### config.mk
export PLATFORM = sky130hd
export DESIGN_NAME = uart_sout_receiver_flat
export DESIGN_NICKNAME = d
export VERILOG_FILES = /design/src/rtl/uart_sout_receiver_if.sv /design/src/rtl/uart_sout_receiver.sv /design/src/flat_wrapper.sv
export SDC_FILE = /design/constraint.sdc
export NUM_CORES = 1
export LEC_CHECK = 0
export ABC_AREA = 0
export ABC_CLOCK_PERIOD_IN_PS = 6600
export CAP_MARGIN = 20
export CORE_UTILIZATION = 64
export CTS_CLUSTER_SIZE = 30
export DETAILED_ROUTE_END_ITERATION = 8
export PLACE_DENSITY_LB_ADDON = 0.1
export SLEW_MARGIN = 20
export SYNTH_ARGS = -nofsm -noshare
export SYNTH_HDL_FRONTEND = slang
export SYNTH_SLANG_ARGS = --single-unit
### constraint.sdc
create_clock -name clk_50 -period 6.6 [get_ports clk_50]
set_clock_uncertainty 0.2 [all_clocks]
set_input_delay 1.65 -clock clk_50 [delete_from_list [all_inputs] [get_ports clk_50]]
set_output_delay 1.65 -clock clk_50 [all_outputs]
set_load 0.05 [all_outputs]
### src/rtl/uart_sout_receiver_if.sv
// Byte stream handshake between the serial receiver and its consumer.
// master: receiver drives data/valid; slave: consumer drives ready.
interface uart_sout_receiver_if;
  logic [7:0] rx_data;
  logic       rx_valid;
  logic       rx_ready;

  modport master (output rx_data, output rx_valid, input rx_ready);
  modport slave  (input rx_data, input rx_valid, output rx_ready);
endinterface

### src/rtl/uart_sout_receiver.sv
// 8N1 receiver for the SoC UART sout line: 16x oversampling, show-ahead byte FIFO.
// Optional macro UART_SOUT_RECEIVER_PARITY_EN adds an even-parity bit and parity_err pulse.
module uart_sout_receiver #(
  parameter int unsigned CLK_HZ     = 50_000_000,
  parameter int unsigned BAUD       = 115_200,
  parameter int unsigned FIFO_DEPTH = 4
) (
  input  logic                 clk_50,
  input  logic                 fpga_reset_n,
  input  logic                 uart_sin,
  uart_sout_receiver_if.master rx,
  output logic                 frame_err,
  output logic                 overrun,
`ifdef UART_SOUT_RECEIVER_PARITY_EN
  output logic                 parity_err,
`endif
  output logic                 rx_busy
);

  localparam int unsigned DIV    = (CLK_HZ + BAUD * 8) / (BAUD * 16);
  localparam int unsigned TICK_W = (DIV > 1) ? $clog2(DIV) : 1;
  localparam int unsigned PTR_W  = $clog2(FIFO_DEPTH);
  localparam int unsigned CNT_W  = PTR_W + 1;

  typedef enum logic [2:0] {
    IDLE      = 3'd0,
    START     = 3'd1,
    DATA      = 3'd2,
    PARITY    = 3'd3,
    STOP      = 3'd4,
    WAIT_HIGH = 3'd5
  } state_t;

  state_t            state, state_n;
  logic              s_meta, s;
  logic [TICK_W-1:0] tick_cnt;
  logic              tick;
  logic              tick_clr_c;
  logic [3:0]        sub_cnt, sub_n;
  logic [2:0]        bit_idx, bit_n;
  logic [7:0]        shift, shift_n;
  logic              push_c;
  logic              frame_err_n;
`ifdef UART_SOUT_RECEIVER_PARITY_EN
  logic              par_bad, par_bad_n;
  logic              parity_err_n;
`endif

  logic [7:0]        mem [FIFO_DEPTH];
  logic [PTR_W-1:0]  wr_ptr, rd_ptr, rd_ptr_n;
  logic [CNT_W-1:0]  count, count_n;
  logic              pop_c, full_c, wr_en_c, ovr_c;
  logic [7:0]        head_n;

  // Two-flop synchronizer; idle-high reset so no false start after reset
  always_ff @(posedge clk_50 or negedge fpga_reset_n) begin
    if (!fpga_reset_n) begin
      s_meta <= 1'b1;
      s      <= 1'b1;
    end else begin
      s_meta <= uart_sin;
      s      <= s_meta;
    end
  end

  // Free-running oversample divider, realigned to the start-bit edge
  always_ff @(posedge clk_50 or negedge fpga_reset_n) begin
    if (!fpga_reset_n)                         tick_cnt <= '0;
    else if (tick_clr_c || tick)               tick_cnt <= '0;
    else                                       tick_cnt <= tick_cnt + TICK_W'(1);
  end

  assign tick = (tick_cnt == TICK_W'(DIV - 1));

  // Decoder state and datapath registers
  always_ff @(posedge clk_50 or negedge fpga_reset_n) begin
    if (!fpga_reset_n) begin
      state      <= IDLE;
      sub_cnt    <= '0;
      bit_idx    <= '0;
      shift      <= '0;
      frame_err  <= 1'b0;
      rx_busy    <= 1'b0;
`ifdef UART_SOUT_RECEIVER_PARITY_EN
      par_bad    <= 1'b0;
      parity_err <= 1'b0;
`endif
    end else begin
      state      <= state_n;
      sub_cnt    <= sub_n;
      bit_idx    <= bit_n;
      shift      <= shift_n;
      frame_err  <= frame_err_n;
      rx_busy    <= (state_n != IDLE);
`ifdef UART_SOUT_RECEIVER_PARITY_EN
      par_bad    <= par_bad_n;
      parity_err <= parity_err_n;
`endif
    end
  end

  // Next-state and sample decisions
  always_comb begin
    state_n     = state;
    sub_n       = sub_cnt;
    bit_n       = bit_idx;
    shift_n     = shift;
    tick_clr_c  = 1'b0;
    push_c      = 1'b0;
    frame_err_n = 1'b0;
`ifdef UART_SOUT_RECEIVER_PARITY_EN
    par_bad_n    = par_bad;
    parity_err_n = 1'b0;
`endif
    case (state)
      IDLE: begin
        if (!s) begin
          state_n    = START;
          tick_clr_c = 1'b1;
          sub_n      = '0;
`ifdef UART_SOUT_RECEIVER_PARITY_EN
          par_bad_n  = 1'b0;
`endif
        end
      end
      START: begin
        if (tick) begin
          if (sub_cnt == 4'd7) begin
            sub_n   = '0;
            bit_n   = '0;
            state_n = s ? IDLE : DATA;
          end else begin
            sub_n = sub_cnt + 4'd1;
          end
        end
      end
      DATA: begin
        if (tick) begin
          if (sub_cnt == 4'd15) begin
            sub_n   = '0;
            shift_n = {s, shift[7:1]};
            if (bit_idx == 3'd7) begin
`ifdef UART_SOUT_RECEIVER_PARITY_EN
              state_n = PARITY;
`else
              state_n = STOP;
`endif
            end else begin
              bit_n = bit_idx + 3'd1;
            end
          end else begin
            sub_n = sub_cnt + 4'd1;
          end
        end
      end
`ifdef UART_SOUT_RECEIVER_PARITY_EN
      PARITY: begin
        if (tick) begin
          if (sub_cnt == 4'd15) begin
            sub_n   = '0;
            state_n = STOP;
            if (^{shift, s}) begin
              par_bad_n    = 1'b1;
              parity_err_n = 1'b1;
            end
          end else begin
            sub_n = sub_cnt + 4'd1;
          end
        end
      end
`endif
      STOP: begin
        if (tick) begin
          if (sub_cnt == 4'd15) begin
            sub_n = '0;
            if (s) begin
`ifdef UART_SOUT_RECEIVER_PARITY_EN
              push_c = !par_bad;
`else
              push_c = 1'b1;
`endif
              state_n = IDLE;
            end else begin
              frame_err_n = 1'b1;
              state_n     = WAIT_HIGH;
            end
          end else begin
            sub_n = sub_cnt + 4'd1;
          end
        end
      end
      WAIT_HIGH: begin
        if (s) state_n = IDLE;
      end
      default: state_n = IDLE;
    endcase
  end

  // FIFO control; when the written slot becomes the head it is forwarded into rx_data
  always_comb begin
    pop_c    = rx.rx_valid && rx.rx_ready;
    full_c   = (count == CNT_W'(FIFO_DEPTH));
    wr_en_c  = push_c && (!full_c || pop_c);
    ovr_c    = push_c && full_c && !pop_c;
    rd_ptr_n = pop_c ? rd_ptr + PTR_W'(1) : rd_ptr;
    count_n  = count + CNT_W'(wr_en_c) - CNT_W'(pop_c);
    head_n   = (wr_en_c && (wr_ptr == rd_ptr_n)) ? shift : mem[rd_ptr_n];
  end

  always_ff @(posedge clk_50) begin
    if (wr_en_c) mem[wr_ptr] <= shift;
  end

  always_ff @(posedge clk_50 or negedge fpga_reset_n) begin
    if (!fpga_reset_n) begin
      wr_ptr      <= '0;
      rd_ptr      <= '0;
      count       <= '0;
      rx.rx_data  <= '0;
      rx.rx_valid <= 1'b0;
      overrun     <= 1'b0;
    end else begin
      if (wr_en_c) wr_ptr <= wr_ptr + PTR_W'(1);
      rd_ptr      <= rd_ptr_n;
      count       <= count_n;
      rx.rx_data  <= head_n;
      rx.rx_valid <= (count_n != '0);
      overrun     <= ovr_c;
    end
  end

endmodule
### src/flat_wrapper.sv
// flat-port wrapper written by rule: the top's interface ports become plain ports
module uart_sout_receiver_flat 
#(
  parameter int unsigned CLK_HZ     = 50_000_000,
  parameter int unsigned BAUD       = 115_200,
  parameter int unsigned FIFO_DEPTH = 4
)
  (clk_50, fpga_reset_n, uart_sin, frame_err, overrun, rx_busy, rx_rx_data, rx_rx_valid, rx_rx_ready);
  uart_sout_receiver_if rx_i ();
  input  logic clk_50;
  input  logic fpga_reset_n;
  input  logic uart_sin;
  output logic frame_err;
  output logic overrun;
  output logic rx_busy;
  output wire logic [$bits(rx_i.rx_data)-1:0] rx_rx_data;
  output wire logic [$bits(rx_i.rx_valid)-1:0] rx_rx_valid;
  input wire logic [$bits(rx_i.rx_ready)-1:0] rx_rx_ready;
  assign rx_rx_data = rx_i.rx_data;
  assign rx_rx_valid = rx_i.rx_valid;
  assign rx_i.rx_ready = rx_rx_ready;
  uart_sout_receiver #(.CLK_HZ(CLK_HZ), .BAUD(BAUD), .FIFO_DEPTH(FIFO_DEPTH)) u_core (.clk_50(clk_50), .fpga_reset_n(fpga_reset_n), .uart_sin(uart_sin), .rx(rx_i), .frame_err(frame_err), .overrun(overrun), .rx_busy(rx_busy));
endmodule
==> impl_metrics.csv, run 1 <==
group,metric,value,unit
logic_synthesis,syn_nets,307,
timing,setup_violations,0,
global_routing,grt_pass1_vias,2180,
timing,maxSlewHeadroom,31.6,%
logic_synthesis,synthFlopType,"dfrtp_1",
drt,wl_per_cell,16.5,µm
drt,vias,2298,
setup_path,startpoint,"rx_rx_ready",
clock_network,clock_path_buffers,2,
global_routing,grt_max_degree,45,
drt,top_layer_used,"met4",
timing,whs,159,ps
die,fp.coreArea,5270,µm²
drt,ant_nets,0,
setup_path,max_stage_delay,510,ps
drt,drc,0,
outcome,status,"completed",
setup_path,cp-start-kind,"input pin",
logic_synthesis,synth_edf_count,32,
die,io_pins,16,
drt,route.met2.wl,3.12,mm
drt,dr_wl_met3,219,µm
final_layout,stdcell_count,378,
clock_network,cts_inserted_buffers,9,
die,dieArea,5920,µm²
timing,rsz0062_at_grt,"false",
power,p_leak,1.62,nW
die,die_w,76.9,µm
placed_design,io_buffers,15,
logic_synthesis,synth_cell_types,47,
die,rows,26,
placed_design,post_dp_cell_area,3760,µm²
setup_path,end_kind,"register",
final_layout,synthToLayoutAreaGrowth,10.6,%
final_layout,num_antenna_cells,0,
die,start_util,68.2,%
timing,min_period,4500,ps
clock_network,htree_levels,3,
drt,first_pass_iters,4,
global_routing,gr-usage-all-layers,23.4,%
clock_network,cts_resized,0,
die,die_h,76.9,µm
final_layout,final_cell_area,3980,µm²
clock_network,cts-root-buf,"clkbuf_8",
final_layout,layout_commonest_cell,"dfrtp_1",
placed_design,hpwl,4.05,mm
setup_path,r2r_start,"u_core.rx.rx_valid$_DFF_PN0_",
logic_synthesis,syn_area_per_cell,12.3,µm²
setup_path,arrival,4520,ps
setup_path,path_max_fanout,34,
clock_network,cts.hold.buffers_added,0,
setup_path,critical_path.top_delay_family,"adder cells",
min_path,holdCritPathClass,"register to register",
setup_path,cp.required,6620,ps
timing,maxSlewViolCount,0,
power,power,0.000864,W
timing,hold_viol_final,0,
global_routing,grt.overflow.total,0,
clock_network,cts.sinks,76,
drt,wl_met1,2.80,mm
clock_network,cts_setup_buffers,0,
setup_path,crit_end,"u_core.rx.rx_valid$_DFF_PN0_",
setup_path,cp_common_cell,"ha_1",
drt,wl,6.23,mm
setup_path,crit_cells,9,
clock_network,clk_pin_slew,80,ps
final_layout,layout-drive-gt1-share,15.3,%
setup_path,path_buf_inv,3,
placed_design,place_inst,362,
logic_synthesis,synthArstFlopShare,57.9,%
timing,finalCritPeriodShare,68.2,%
timing,totalNegativeSetupSlack,0,ps
clock_network,cts_tree,"yes",
setup_path,r2r_slack,3430,ps
setup_path,critical_path_class,"input pin to register",
logic_synthesis,syn_area,3590,µm²
logic_synthesis,ys_seq_area_share,57.5,%
setup_path,slowest_stage,"clkinv_2",
global_routing,grt_pass1_wl,10.5,mm
timing,worstMarginPinSlew,1030,ps
final_layout,layout_common_cells,"dfrtp_1 (42), edfxtp_1 (32), mux2_2 (17), o21ai_0 (15)",
setup_path,cp_cell_sequence,"clkdlybuf4s50_1 -> nand2_1 -> clkinv_2 -> ha_1 -> inv_1 -> ha_1 -> fa_1 -> xnor2_1 -> or3_1",
placed_design,place.gp.congestion,0.818,
power,powerDensity,217,nW/µm²
logic_synthesis,ys_seq_elements,76,
final_layout,final_nets,319,
flow_run,cap_violations,0,
setup_path,r2r-end,"u_core.rx.rx_valid$_DFF_PN0_",
timing,fmax,222,MHz
drt,viasPerCell,6.08,
clock_network,worstSkewPairLatency,340,ps
logic_synthesis,synthCells,291,
global_routing,antenna_found_initial,0,
drt,drtIter0Drc,183,
setup_path,reg2reg_depth,8,
logic_synthesis,yosysWarnings,0,
power,ir_worst_vdd,140,µV
cell type report:
cell class,count,area (µm²)
multi-input cells,187,1410
well taps,70,87.6
inverters,13,50.0
clock buffers,10,149
repair buffers,16,155
fillers,342,1290
clock inverters,6,61.3
flip-flops and latches,76,2060
through the flow:
| stage | setup slack (ps) | utilization [%] |
|---|---|---|
| after global placement | 1920 | 71.4 |
| final | 2100 | 75.4 |
| after floorplan | 2900 | - |
| after CTS | 2120 | 75.4 |
| after global routing | 1960 | 75.4 |
| after detailed placement | 1770 | 71.4 |
logic make-up after synthesis:
group / synth area share [%]
muxes: 7.56
and+or+nand+nor: 13.4
AOI/OAI and AO/OA: 11.4
adders and majority gates: 4.39
DFF: 57.5
xor gates and xnor gates: 2.44
buffers and inverters: 3.38
Yosys cell counts, types with 3 or more instances:
cell type / instances / area, µm²
or3_1: 3 / 18.8
and2_1: 4 / 25.0
mux2_2: 17 / 191
edfxtp_1: 32 / 961
a21oi_1: 13 / 65.1
o21ai_0: 15 / 75.1
nand3b_1: 10 / 75.1
a2bb2oi_1: 8 / 70.1
nand2b_1: 3 / 18.8
xnor2_1: 6 / 52.6
inv_1: 12 / 45.0
mux2i_1: 8 / 80.1
nand3_1: 14 / 70.1
o31ai_1: 8 / 60.1
nor2_1: 13 / 48.8
nor3_1: 10 / 50.1
a211oi_1: 9 / 67.6
dfrtp_1: 42 / 1050
clkbuf_1: 7 / 26.3
ha_1: 11 / 138
xor2_1: 4 / 35.0
nand2_1: 7 / 26.3
buf_2: 6 / 30.0
per-layer routing:
layer  vias to the layer above  GRT usage [%]
met5                         -              0
met4                         0           8.08
met3                         7           4.40
met2                        55           39.6
met1                      1137           30.1
li1                       1099              -
worst register-to-register path, cell delays in order, from the launching register on:
cell      delay (ps)
dfrtp_1          410
nand2_1          400
clkinv_2         510
ha_1             460
inv_1             40
ha_1             190
fa_1             370
xnor2_1          140
or3_1            320
report_power, final:
group	switching (W)	internal, W
Clock	0.000170	0.000196
Combinational	0.00000541	0.00000157
Sequential	0.000000963	0.000490
worst min-delay path by stage:
| stage | startpoint | cells after the start | endpoint | slack, ps |
|---|---|---|---|---|
| 2_1_floorplan | u_core.s_meta$_DFF_PN1_ | 0 | u_core.s$_DFF_PN1_ | 150 |
| 3_3_place_gp | u_core.s_meta$_DFF_PN1_ | 0 | u_core.s$_DFF_PN1_ | 150 |
| 3_5_place_dp | u_core.s_meta$_DFF_PN1_ | 0 | u_core.s$_DFF_PN1_ | 150 |
| 4_1_cts | u_core.s_meta$_DFF_PN1_ | 0 | u_core.s$_DFF_PN1_ | 160 |
| 5_1_grt | u_core.s_meta$_DFF_PN1_ | 0 | u_core.s$_DFF_PN1_ | 170 |
| 6_report | u_core.s_meta$_DFF_PN1_ | 0 | u_core.s$_DFF_PN1_ | 160 |
sequential cells by signal (all words and copies together), names as in the netlist, 3 cells and up:
name	count
u_core.bit_idx	3
u_core.rx.rx_data	8
u_core.shift	8
u_core.mem	32
u_core.tick_cnt	5
u_core.state	3
u_core.count	3
u_core.sub_cnt	4
Note: power is estimated with default switching activity, not from simulation.
==> run 2, diff against run 1 <==
- ABC_CLOCK_PERIOD_IN_PS: 6600 -> 3800
- CORE_UTILIZATION: 64 -> 54
- clock period: 6.6 -> 3.8 ns (I/O delays scaled with it)
==> run 2 against run 1 <==
Core utilization decreased by 13 points; highest routed layer unchanged; worst setup slack got worse by 1300 ps; via count decreased by 3.4%; die area increased by 18%; power increased by 66%.
==> impl_metrics.csv, run 2 (synthesized netlist as in run 1, its figures left out) <==
group,metric,value,unit
outcome,status,"completed",
flow_run,cap_violations,0,
setup_path,end_kind,"register",
die,die_w,83.6,µm
timing,fmax,338,MHz
drt,wl,6.35,mm
clock_network,cts.sinks,76,
die,fp.coreArea,6390,µm²
min_path,holdCritPathClass,"register to register",
clock_network,cts_tree,"yes",
die,die_h,83.6,µm
placed_design,place.gp.congestion,0.827,
drt,drc,0,
global_routing,antenna_found_initial,0,
final_layout,reg_top3,"u_core.mem x32, u_core.rx.rx_data x8, u_core.shift x8",
final_layout,post-route-util,62.2,%
final_layout,layout_common_cells,"dfrtp_1 (42), edfxtp_1 (32), mux2_2 (17), o21ai_0 (15)",
die,rows,29,
timing,finalCritPeriodShare,77.9,%
timing,whs,161,ps
clock_network,clock_path_buffers,2,
setup_path,reg2reg_depth,9,
timing,hold_viol_final,0,
setup_path,cp-start-kind,"input pin",
power,ir_worst_vdd,312,µV
setup_path,max_stage_delay,470,ps
setup_path,r2r-end,"u_core.rx.rx_valid$_DFF_PN0_",
power,p_leak,1.61,nW
final_layout,regMostFlops,"u_core.mem",
final_layout,largest_reg_flops,32,
clock_network,worstSkewPairLatency,340,ps
final_layout,layout-drive-gt1-share,15.8,%
placed_design,io_buffers,15,
timing,maxSlewHeadroom,31.6,%
final_layout,final_nets,321,
power,powerDensity,361,nW/µm²
drt,drtIter0Drc,84,
min_path,whs_endpoint,"u_core.s$_DFF_PN1_",
drt,ant_nets,0,
timing,maxSlewViolCount,0,
final_layout,stdcell_count,387,
final_layout,final.fill_count,489,
min_path,hold_start,"u_core.s_meta$_DFF_PN1_",
setup_path,cp.required,3820,ps
placed_design,hpwl,4.18,mm
drt,wl_per_cell,16.4,µm
clock_network,cts.hold.buffers_added,0,
timing,worstMarginPinSlew,1030,ps
setup_path,r2r_slack,990,ps
timing,min_period,2960,ps
clock_network,htree_levels,3,
global_routing,grt_pass1_wl,10.9,mm
final_layout,num_antenna_cells,0,
timing,rsz0062_at_grt,"false",
global_routing,grt.overflow.total,0,
drt,first_pass_iters,4,
timing,setup_violations,0,
setup_path,slowest_stage,"clkdlybuf4s50_1",
final_layout,synthToLayoutAreaGrowth,10.6,%
clock_network,cts_resized,0,
clock_network,cts_setup_buffers,0,
global_routing,gr-usage-all-layers,20.5,%
setup_path,arrival,2980,ps
die,io_pins,16,
setup_path,critical_path_class,"input pin to register",
global_routing,grt_pass1_vias,2180,
placed_design,place_inst,371,
power,power,0.00143,W
setup_path,r2r_start,"u_core.tick_cnt[0]$_DFF_PN0_",
setup_path,cp_cell_sequence,"clkdlybuf4s50_1 -> nand2_1 -> nand4_1 -> nor2b_1 -> ha_1 -> fa_1 -> or3_1",
clock_network,cts_inserted_buffers,9,
min_path,whs_path_depth,0,
setup_path,path_max_fanout,5,
clock_network,clk_pin_slew,80,ps
drt,vias,2219,
setup_path,path_buf_inv,1,
drt,viasPerCell,5.73,
final_layout,layout_commonest_cell,"dfrtp_1",
setup_path,critical_path.top_delay_family,"simple AND/OR/NAND/NOR gates",
die,dieArea,6980,µm²
timing,totalNegativeSetupSlack,0,ps
clock_network,cts-root-buf,"clkbuf_8",
die,start_util,56.3,%
global_routing,grt_max_degree,45,
[run 2: cell types whose count changed in the layout (fill, tap and decap cells not counted)]
cell	change
bufinv_16	-1
inv_4	+1
clkinvlp_4	+1
buf_4	+2
clkinv_4	-1
[run 2: final cells by class]
cell class	instances	area (µm²)	share of cell area [%]
Sequential cell	76	2060	52.0
Timing Repair Buffer	18	170	4.28
Clock inverter	6	36.3	0.913
Clock buffer	10	149	3.75
Multi-Input combinational cell	187	1410	35.4
Inverter	13	50.0	1.26
Tap cell	77	96.3	2.42
[run 2: worst max-delay path by stage]
| stage | from | to | slack, ps | depth (start not counted) |
|---|---|---|---|---|
| after floorplan | rx_rx_ready | u_core.rx.rx_valid$_DFF_PN0_ | 800 | 8 |
| after global placement | rx_rx_ready | u_core.rx.rx_valid$_DFF_PN0_ | 520 | 7 |
| after detailed placement | rx_rx_ready | u_core.rx.rx_valid$_DFF_PN0_ | 490 | 7 |
| after CTS | rx_rx_ready | u_core.rx.rx_valid$_DFF_PN0_ | 860 | 7 |
| after global routing | rx_rx_ready | u_core.rx.rx_valid$_DFF_PN0_ | 740 | 7 |
| final | rx_rx_ready | u_core.rx.rx_valid$_DFF_PN0_ | 840 | 7 |
[run 2: worst register-to-register path, delay by kind of cell, from the launching register on]
kind / cells / cell delay (ps)
and+or+nand+nor: 5 / 1180
adders and majority gates: 3 / 840
DFF: 1 / 420
buffers and inverters: 1 / 70
[run 2: layer usage]
metal | vias to the layer above | GRT usage (%) | share of wire [%]
li1 | 1099 | - | -
met1 | 1067 | 28.4 | 47
met2 | 37 | 30.1 | 47
met3 | 16 | 5.84 | 3.3
met4 | 0 | 9.40 | 2.9
met5 | - | 0 | 0
[run 2: where the power goes]
group          leakage, nW  switching [W]  internal [W]
Clock               0.0935       0.000294      0.000273
Sequential           0.950     0.00000183      0.000852
Combinational        0.569     0.00000943    0.00000272
Total                 1.61       0.000306       0.00113
[run 2: stage by stage]
stage	setup WS [ps]	area, µm²
2_1_floorplan	802	3590
3_3_place_gp	524	3790
3_5_place_dp	495	3790
4_1_cts	859	3970
5_1_grt	745	3970
6_report	840	3970
==> run 3, diff against run 2 <==
- ABC_CLOCK_PERIOD_IN_PS: 3800 -> 2920
- CORE_UTILIZATION: 54 -> 60
- clock period: 3.8 -> 2.92 ns (I/O delays scaled with it)
==> run 3 against run 2 <==
Power increased by 30%; critical path depth up 2; flip-flop and latch count unchanged; sequential power increased by 30%; count of clock-buffer cells in the layout down 1; critical endpoint unchanged; highest routed layer unchanged.
==> impl_metrics.csv, run 3 (synthesized netlist as in run 1, its figures left out) <==
group,metric,value,unit
outcome,status,"completed",
global_routing,grt_max_degree,45,
clock_network,cts_tree,"yes",
placed_design,place.gp.congestion,0.833,
die,die_w,79.4,µm
drt,wl_per_cell,16.1,µm
placed_design,io_buffers,15,
min_path,whs_endpoint,"u_core.s$_DFF_PN1_",
final_layout,final_nets,338,
final_layout,layout_commonest_cell,"dfrtp_1",
min_path,holdCritPathClass,"register to register",
setup_path,path_max_fanout,4,
global_routing,grt.overflow.total,0,
setup_path,cp-start-kind,"input pin",
global_routing,antenna_found_initial,0,
min_path,hold_start,"u_core.s_meta$_DFF_PN1_",
drt,wl,6.42,mm
global_routing,gr-usage-all-layers,22.5,%
setup_path,reg2reg_depth,9,
drt,ant_nets,0,
power,ir_worst_vdd,315,µV
flow_run,cap_violations,0,
setup_path,r2r_start,"u_core.tick_cnt[0]$_DFF_PN0_",
setup_path,cp.required,2950,ps
final_layout,largest_reg_flops,32,
timing,rsz0062_at_grt,"false",
clock_network,cts-root-buf,"clkbuf_8",
clock_network,cts_resized,0,
final_layout,reg_top3,"u_core.mem x32, u_core.rx.rx_data x8, u_core.shift x8",
setup_path,r2r_slack,280,ps
power,powerDensity,450,nW/µm²
final_layout,regMostFlops,"u_core.mem",
clock_network,cts.sinks,76,
drt,vias,2348,
final_layout,layout-drive-gt1-share,20.2,%
clock_network,htree_levels,3,
clock_network,cts.hold.buffers_added,0,
power,p_leak,1.70,nW
setup_path,arrival,2740,ps
die,dieArea,6300,µm²
final_layout,layout_common_cells,"dfrtp_1 (42), edfxtp_1 (32), mux2_2 (17), buf_4 (16), o21ai_0 (15)",
setup_path,r2r-end,"u_core.rx.rx_valid$_DFF_PN0_",
placed_design,post_dp_cell_area,3960,µm²
die,start_util,63.7,%
min_path,whs_path_depth,0,
timing,min_period,2720,ps
placed_design,hpwl,4.28,mm
timing,setup_violations,0,
global_routing,grt_pass1_vias,2240,
timing,fmax,368,MHz
timing,maxSlewViolCount,0,
drt,viasPerCell,5.88,
timing,maxSlewHeadroom,55.2,%
clock_network,cts_setup_buffers,0,
timing,totalNegativeSetupSlack,0,ps
setup_path,critical_path_class,"input pin to register",
timing,whs,160,ps
timing,hold_viol_final,0,
die,rows,27,
drt,drc,0,
clock_network,clock_path_buffers,2,
timing,worstMarginPinSlew,668,ps
clock_network,clk_pin_slew,90,ps
die,die_h,79.4,µm
setup_path,end_kind,"register",
final_layout,final_cell_area,4140,µm²
clock_network,cts_inserted_buffers,9,
drt,drtIter0Drc,164,
die,fp.coreArea,5640,µm²
final_layout,num_antenna_cells,0,
final_layout,synthToLayoutAreaGrowth,15.3,%
global_routing,grt_pass1_wl,10.2,mm
timing,finalCritPeriodShare,93.0,%
die,io_pins,16,
drt,first_pass_iters,4,
clock_network,worstSkewPairLatency,350,ps
-- run 3: changes by cell type in the layout (fill, tap and decap cells not counted), moves of 3 or more --
| cell | delta |
|---|---|
| buf_12 | +4 |
| clkinv_4 | +3 |
| clkinv_2 | -3 |
| buf_4 | +12 |
-- run 3: power breakdown --
part	internal (W)	total, W	switching [W]
clock network	0.000321	0.000738	0.000417
logic	0.00000401	0.0000163	0.0000123
registers	0.00111	0.00111	0.00000223
-- run 3: critical path, cell delays in order --
cell and delay (ps):
clkdlybuf4s50_1 420, nand2_1 150, clkinv_2 100, ha_1 290, inv_1 40, ha_1 180, fa_1 380, xnor2_1 150
or3_1 310
-- run 3: routing by layer --
metal,GRT usage (%),part of all wire [%],vias to the layer above
met1,26.0,43,1138
met3,3.77,4.1,12
met5,0,0,-
li1,-,-,1135
met4,13.6,2.0,0
met2,39.1,51,63
-- run 3: layout make-up --
type	instances	area [µm²]
clock buffers	9	124
clock inverters	7	61.3
fillers	398	1500
inverters	13	50.0
multi-input cells	187	1410
flip-flops and latches	76	2060
well taps	72	90.1
repair buffers	35	345
-- run 3: worst max-delay path by stage --
stage,to,from,slack [ps],cells after the start
after floorplan,u_core.rx.rx_valid$_DFF_PN0_,rx_rx_ready,140,8
after global placement,u_core.rx.rx_valid$_DFF_PN0_,rx_rx_ready,-90,9
after detailed placement,u_core.rx.rx_valid$_DFF_PN0_,rx_rx_ready,-180,9
after CTS,u_core.rx.rx_valid$_DFF_PN0_,rx_rx_ready,200,9
after global routing,u_core.rx.rx_valid$_DFF_PN0_,rx_rx_ready,100,9
final,u_core.rx.rx_valid$_DFF_PN0_,rx_rx_ready,200,9
-- run 3: metrics by stage --
stage          cells  total power, W  utilization (%)  setup WS (ps)
3_5_place_dp     383         0.00115             70.1           -176
2_1_floorplan    291         0.00113                -            142
4_1_cts          399         0.00188             73.4            203
3_3_place_gp     383         0.00115             70.1          -92.4
5_1_grt          399         0.00193             73.4           96.0
6_report         399         0.00186             73.4            204
